**config.mk**
```make
export PLATFORM = sky130hd
export DESIGN_NAME = key_conditioner
export DESIGN_NICKNAME = d
export VERILOG_FILES = /design/src/rtl/key_conditioner.sv
export SDC_FILE = /design/constraint.sdc
export NUM_CORES = 1
export LEC_CHECK = 0
export ABC_AREA = 1
export CAP_MARGIN = 20
export CELL_PAD_IN_SITES_DETAIL_PLACEMENT = 2
export CELL_PAD_IN_SITES_GLOBAL_PLACEMENT = 2
export CORE_MARGIN = 3
export CORE_UTILIZATION = 38
export CTS_BUF_LIST = sky130_fd_sc_hd__clkbuf_4
export DETAILED_ROUTE_END_ITERATION = 6
export PLACE_DENSITY = 0.92
export SLEW_MARGIN = 20
export SYNTH_ARGS = -nofsm -noshare
export SYNTH_HDL_FRONTEND = slang
export SYNTH_SLANG_ARGS = --single-unit
```
**constraint.sdc**
```tcl
create_clock -name CLOCK_50 -period 3.7 [get_ports CLOCK_50]
set_input_delay 0.37 -clock CLOCK_50 [delete_from_list [all_inputs] [get_ports CLOCK_50]]
set_output_delay 0.37 -clock CLOCK_50 [all_outputs]
set_load 0.02 [all_outputs]
```
**src/rtl/key_conditioner.sv**
```systemverilog
// Push-button conditioner: 2-FF synchroniser, per-key debounce, press/release pulses.
// Optional auto-repeat of key_press while held is enabled by defining KEY_COND_REPEAT_EN.

module key_cond_lane #(
  parameter int DEBOUNCE_CYCLES = 1000000
`ifdef KEY_COND_REPEAT_EN
  ,
  parameter int REPEAT_DELAY    = 25000000,
  parameter int REPEAT_PERIOD   = 10000000
`endif
) (
  input  logic i_clk,
  input  logic i_reset,
  input  logic i_key_n,
  output logic o_level,
  output logic o_press,
  output logic o_release
);
  localparam int CW = $clog2(DEBOUNCE_CYCLES);
  localparam logic [CW-1:0] CMAX = CW'(DEBOUNCE_CYCLES - 1);

  logic [1:0]    r_sync;
  logic [CW-1:0] r_cnt;
  logic          r_level;
  logic          r_press;
  logic          r_release;
  logic          w_s;
  logic          w_flip;

  assign w_s    = ~r_sync[1];
  assign w_flip = (w_s != r_level) && (r_cnt == CMAX);

  always_ff @(posedge i_clk) begin
    if (i_reset) begin
      r_sync    <= 2'b11;
      r_cnt     <= '0;
      r_level   <= 1'b0;
      r_release <= 1'b0;
    end else begin
      r_sync    <= {r_sync[0], i_key_n};
      r_release <= w_flip & r_level;
      // any agreeing sample restarts the stability run
      if ((w_s == r_level) || w_flip) r_cnt <= '0;
      else                            r_cnt <= r_cnt + CW'(1);
      if (w_flip) r_level <= ~r_level;
    end
  end

`ifdef KEY_COND_REPEAT_EN
  localparam int RMAX = (REPEAT_DELAY > REPEAT_PERIOD) ? REPEAT_DELAY : REPEAT_PERIOD;
  localparam int RW   = $clog2(RMAX + 1);

  logic [RW-1:0] r_rpt_cnt;
  logic          r_rpt_first;
  logic          w_rpt_hit;

  // r_rpt_cnt holds cycles elapsed since the last press/repeat pulse was registered
  assign w_rpt_hit = r_level && !w_flip &&
                     (r_rpt_cnt == (r_rpt_first ? RW'(REPEAT_DELAY) : RW'(REPEAT_PERIOD)));

  always_ff @(posedge i_clk) begin
    if (i_reset) begin
      r_rpt_cnt   <= '0;
      r_rpt_first <= 1'b1;
      r_press     <= 1'b0;
    end else begin
      r_press <= (w_flip & ~r_level) | w_rpt_hit;
      if (w_flip) begin
        r_rpt_cnt   <= r_level ? '0 : RW'(1);
        r_rpt_first <= 1'b1;
      end else if (w_rpt_hit) begin
        r_rpt_cnt   <= RW'(1);
        r_rpt_first <= 1'b0;
      end else if (r_level) begin
        r_rpt_cnt <= r_rpt_cnt + RW'(1);
      end
    end
  end
`else
  always_ff @(posedge i_clk) begin
    if (i_reset) r_press <= 1'b0;
    else         r_press <= w_flip & ~r_level;
  end
`endif

  assign o_level   = r_level;
  assign o_press   = r_press;
  assign o_release = r_release;
endmodule

module key_conditioner #(
  parameter int N_KEYS          = 4,
  parameter int DEBOUNCE_CYCLES = 1000000
`ifdef KEY_COND_REPEAT_EN
  ,
  parameter int REPEAT_DELAY    = 25000000,
  parameter int REPEAT_PERIOD   = 10000000
`endif
) (
  input  logic              CLOCK_50,
  input  logic              reset,
  input  logic [N_KEYS-1:0] KEY,
  output logic [N_KEYS-1:0] key_level,
  output logic [N_KEYS-1:0] key_press,
  output logic [N_KEYS-1:0] key_release,
  output logic              any_press
);
  for (genvar g = 0; g < N_KEYS; g++) begin : g_lane
    key_cond_lane #(
      .DEBOUNCE_CYCLES(DEBOUNCE_CYCLES)
`ifdef KEY_COND_REPEAT_EN
      ,
      .REPEAT_DELAY   (REPEAT_DELAY),
      .REPEAT_PERIOD  (REPEAT_PERIOD)
`endif
    ) u_lane (
      .i_clk    (CLOCK_50),
      .i_reset  (reset),
      .i_key_n  (KEY[g]),
      .o_level  (key_level[g]),
      .o_press  (key_press[g]),
      .o_release(key_release[g])
    );
  end

  assign any_press = |key_press;
endmodule

```
# ---- After elaboration in Yosys (flattened, before gate mapping)
# Cells that the tools add are included.
dict set report op_classes {
  n_addsub 4
  mux 0
  eq_ne 12
  n_bitwise 16
  reduce_logical 13
  div_mod_pow 0
  n_mul 0
  n_lt_le_gt_ge 0
  shift 0
}
# op count
set op_table {}
lappend op_table {{20-bit by 1-bit adder with 20-bit output (second input constant)} 4}
lappend op_table {{20-bit equality test (second input constant)} 4}
lappend op_table {{1-bit AND} 8}
lappend op_table {{1-bit inverter} 8}
lappend op_table {{2-bit OR reduction} 4}
lappend op_table {{1-bit equality test} 4}
lappend op_table {{1-bit logical AND} 4}
lappend op_table {{1-bit logical OR} 4}
lappend op_table {{1-bit inequality test} 4}
lappend op_table {{4-bit OR reduction} 1}
dict set report totals {
  word_cells 65
  output_inout_bits 13
  ram_bits 0
  memories 0
  romBits 0
  reg_bits 100
  latchBits 0
  inputBits 6
}

# ---- Depth between registers and ports, before layout
dict set report depth {
  depth_word 5
  ltp_mapped 10
  depth_no_buf 10
}

# ---- Modules after synthesis
# A second synthesis with hierarchy kept.
dict set report unflattened {
  hier_cells 723
  area_unflattened_um2 5216.3
}
# mod area_per_inst_um2 seq_area_each_um2 cells_per_inst instances
set modules_own_cells {}
lappend modules_own_cells {key_cond_lane 1301.2 500.5 180 4}
lappend modules_own_cells {key_conditioner 11.3 0.0 3 1}

# ---- Worst setup path before layout
# OpenSTA, ideal clock, no wires.
dict set report synth_timing {
  path_kind {register to register}
  start {reg g_lane[3].u_lane.r_cnt[0]}
  end {reg g_lane[3].u_lane.r_cnt[10]}
  period_less_slack_ns 1.434
  required_ns 3.585
  setup_time_ns 0.115
  n_path_buf 1
  t_arrival_ns 1.319
  setup_slack_ns 2.266
  path_stages_with_launch 8
  path_cell_list {dfxtp_1 > ha_1 > nand3_2 > inv_1 > nand3_1 > o21ai_4 > buf_6 > nor2_1}
}
dict set report synth_via {
  elab_chain_cells 4
  elab_cells_between_ends 5
  classes_between {add/sub (1); eq/ne (1); reduce/logical (3)}
}
# element line
set synth_lines {}
lappend synth_lines {{start: declaration} 23} ;# logic [CW-1:0] r_cnt;
lappend synth_lines {{start signal: assignment} 44} ;# else r_cnt <= r_cnt + CW'(1);
lappend synth_lines {{branches (longest 4 deep; another with 20-bit by 1-bit adder with 20-bit output)} -}
# Parallel ways; which one is timed is not known.
# A chain may end at the register's enable or synchronous reset.

# ---- Worst setup path after layout
dict set report layout_timing {
  start {reg g_lane[0].u_lane.r_press}
  end {out any_press}
}
dict set report layout_via {
  elab_chain_cells 1
}
# element line
set layout_lines {}
lappend layout_lines {{start: declaration} 25} ;# logic r_press;
lappend layout_lines {{start signal: assignment} 82} ;# else r_press <= w_flip & ~r_level;
lappend layout_lines {{4-bit OR reduction} 126} ;# assign any_press = |key_press;
lappend layout_lines {{end: declaration} 106} ;# output logic any_press
# Every way passes these cells.

==> flow_metrics.env <==
export IMPL_fin_worst_skew_ns=0.0209
export IMPL_syn_area_um2=4870
export IMPL_whs_endpoint="g_lane[2].u_lane.r_sync[1]"
export IMPL_slowest_delay_ns=0.55
export IMPL_report_final_setup_viol=0
export IMPL_worst_pin_slew_ns=0.681
export IMPL_port_buffers=18
export IMPL_insertion_delay_ns=0.49
export IMPL_post_cts_buffers=0
export IMPL_final_cell_count_no_fill=899
export IMPL_p_leak_nw=1.71
export IMPL_clk_root_buffer_cell="clkbuf_4"
export IMPL_die_w_um=119
export IMPL_cp_start_kind="flop"
export IMPL_cts_tree="yes"
export IMPL_num_fill_cells=1500
export IMPL_pin_count=19
export IMPL_clockBufferDepth=2
export IMPL_yosys_top_cells_count="nor2_1, nand2_1, dfxtp_1, inv_1, nand3_1"
export IMPL_async_flop_share_pct=0
export IMPL_worstSetupPathType="flop to output pin"
export IMPL_final_layout_size_suffix_gt1_share_pct=5.34
export IMPL_powerDensity_nw_per_um2=349
export IMPL_maxCapViolations=0
export IMPL_vias_per_cell=5.07
export IMPL_dp_hpwl_um=11500
export IMPL_holdCritStartpoint="g_lane[2].u_lane.r_sync[0]"
export IMPL_grt_pass1_vias=5158
export IMPL_dieArea_um2=14200
export IMPL_power_mw=1.85
export IMPL_hold_viol=0
export IMPL_htreeDepth=3
export IMPL_drc=0
export IMPL_synth_warning_count=0
export IMPL_area_growth_pct=8.96
export IMPL_antenna_found_initial=1
export IMPL_die_y_um=119
export IMPL_ys_types=26
export IMPL_post_route_min_period_ns=2.30
export IMPL_min_path_type="flop to flop"
export IMPL_cts_buffers=9
export IMPL_post_route_period_util_pct=62.1
export IMPL_maxSlewViolCount=0
export IMPL_overflow=0
export IMPL_cts_sinks=100
export IMPL_dpl_cell_area_um2=5120
export IMPL_fp_coreArea_um2=12300
export IMPL_wirelength_um=14800
export IMPL_status="complete, no violations"
export IMPL_required_ns=3.33
export IMPL_regArea_um2=2000
export IMPL_worstRegToRegCells=6
export IMPL_synth_top_area_share_pct=41.1
export IMPL_fin_tns_setup_ns=0
export IMPL_ant_nets=0
export IMPL_r2r_start="g_lane[1].u_lane.r_cnt[0]"
export IMPL_synth_edf_count=0
export IMPL_clk_pin_slew_ns=0.16
export IMPL_post_drt_wl_per_cell_um=16.5
export IMPL_maxSlewHeadroom_pct=54.5
export IMPL_syn_avg_cell_area_um2=6.81
export IMPL_grt_max_degree=21
export IMPL_netlist_top_cells_area="dfxtp_1, nor2_1, nand2_1"
export IMPL_yosysSeqAreaShare_pct=41.1
export IMPL_worstPathArrival_ns=1.93
export IMPL_first_pass_iters=4
export IMPL_vias=4560
export IMPL_cp_max_fo=2
export IMPL_hold_slack_ns=0.434
export IMPL_ctsHoldBuffers=0
export IMPL_synth_net_count=725
export IMPL_r2r_setup_slack_ns=1.84
export IMPL_grt_first_pass_wirelength_um=25500
export IMPL_placedCellCount=882
export IMPL_multi_input_comb_area_um2=2460
export IMPL_drt_iter0_markers=231
export IMPL_nets=735
export IMPL_ys_ff_latch=100
export IMPL_cp_cell_sequence="or4_1, clkdlybuf4s50_1"
export IMPL_num_rows=40
export IMPL_gp_congestion=0.822
export IMPL_slowest_stage="clkdlybuf4s50_1"
export IMPL_synth_largest_area_cell="dfxtp_1"
export IMPL_grt_usage_pct=22.2
export IMPL_initial_core_util_pct=39.7
export IMPL_timing_rr_end="g_lane[1].u_lane.r_cnt[13]"
export IMPL_cts_resized=0
export IMPL_yosysMostFrequentCell="nor2_1"
export IMPL_fmax_ghz=0.435
export IMPL_synthFlopType="dfxtp_1"
export IMPL_holdPathStages=1
export IMPL_peakVddDrop_uv=218
export IMPL_stdcell_area_um2=5310
export IMPL_grt_setup_unrepaired="false"
export IMPL_syn_inst=715
export IMPL_critPathCaptureType="output pin"
## where the power goes
part           internal (mW)  total [mW]  switching (mW)
Combinational         0.0104      0.0269          0.0165
Clock                  0.356       0.739           0.384
Sequential              1.08        1.09         0.00314
## per-layer routing
metal	global-route usage [%]	wire, um
met1	24.7	6300
met2	42.4	8000
met3	4.42	321
met4	5.94	225
met5	0	0
## how the worst max path moves through the flow
stage,from,end,slack [ns],cells past startpoint
after floorplan,g_lane[3].u_lane.r_cnt[0],g_lane[3].u_lane.r_cnt[10],2.27,7
after global placement,reset,g_lane[0].u_lane.r_cnt[18],1.68,4
after detailed placement,reset,g_lane[0].u_lane.r_cnt[13],1.52,4
after CTS,g_lane[0].u_lane.o_press,any_press,1.36,2
after global routing,g_lane[0].u_lane.o_press,any_press,1.34,2
final,g_lane[0].u_lane.o_press,any_press,1.40,2
## kinds of logic (layout without fill, tap and decap cells)
family	count (synthesis)	in the layout	share of synthesized area, %
AO/OA/AOI/OAI	35	35	3.93
XOR/XNOR	40	40	7.19
buffers and inverters	90	105	8.32
other	0	1	0
adder cells (fa/ha/maj)	4	4	1.03
AND/OR/NAND/NOR	446	446	38.4
flip-flops	100	100	41.1
## sequential cells by signal, summed over array words and instances, names as in the netlist
register	flops
g_lane.u_lane.o_press	4
g_lane.u_lane.o_level	4
g_lane.u_lane.r_sync	8
g_lane.u_lane.o_release	4
g_lane.u_lane.r_cnt	80
## worst max-delay path: cells and delay by family, from the launching register on
kind / cells / cell delay [ns]
buffers and inverters: 1 / 0.55
AND/OR/NAND/NOR: 1 / 0.51
flip-flops: 1 / 0.38
## per-stage QoR
stage,worst slack (ns),utilization (%)
after floorplan,2.27,-
after detailed placement,1.52,41.8
after global routing,1.34,43.3
after CTS,1.36,43.3
after global placement,1.68,41.8
final,1.40,43.3
## layout make-up
| class | instances | area share, % |
|---|---|---|
| Antenna cell | 1 | 0.0471 |
| Clock buffer | 11 | 1.56 |
| Clock inverter | 5 | 1.89 |
| Inverter | 71 | 5.02 |
| Multi-Input combinational cell | 525 | 46.4 |
| Sequential cell | 100 | 37.7 |
| Tap cell | 168 | 3.96 |
| Timing Repair Buffer | 18 | 3.39 |
## placed cells by master, fill, tap and decap left out, drive strengths merged, types with 11 or more instances in the layout
cell           instances
dfxtp                100
inv                   71
a21oi                 28
nor2                 177
nand3                 46
clkdlybuf4s50         18
xnor2                 19
clkbuf                11
or2                   17
nand2                176
xor2                  21
nand4                 14
Power figures use the tool's default switching activity.
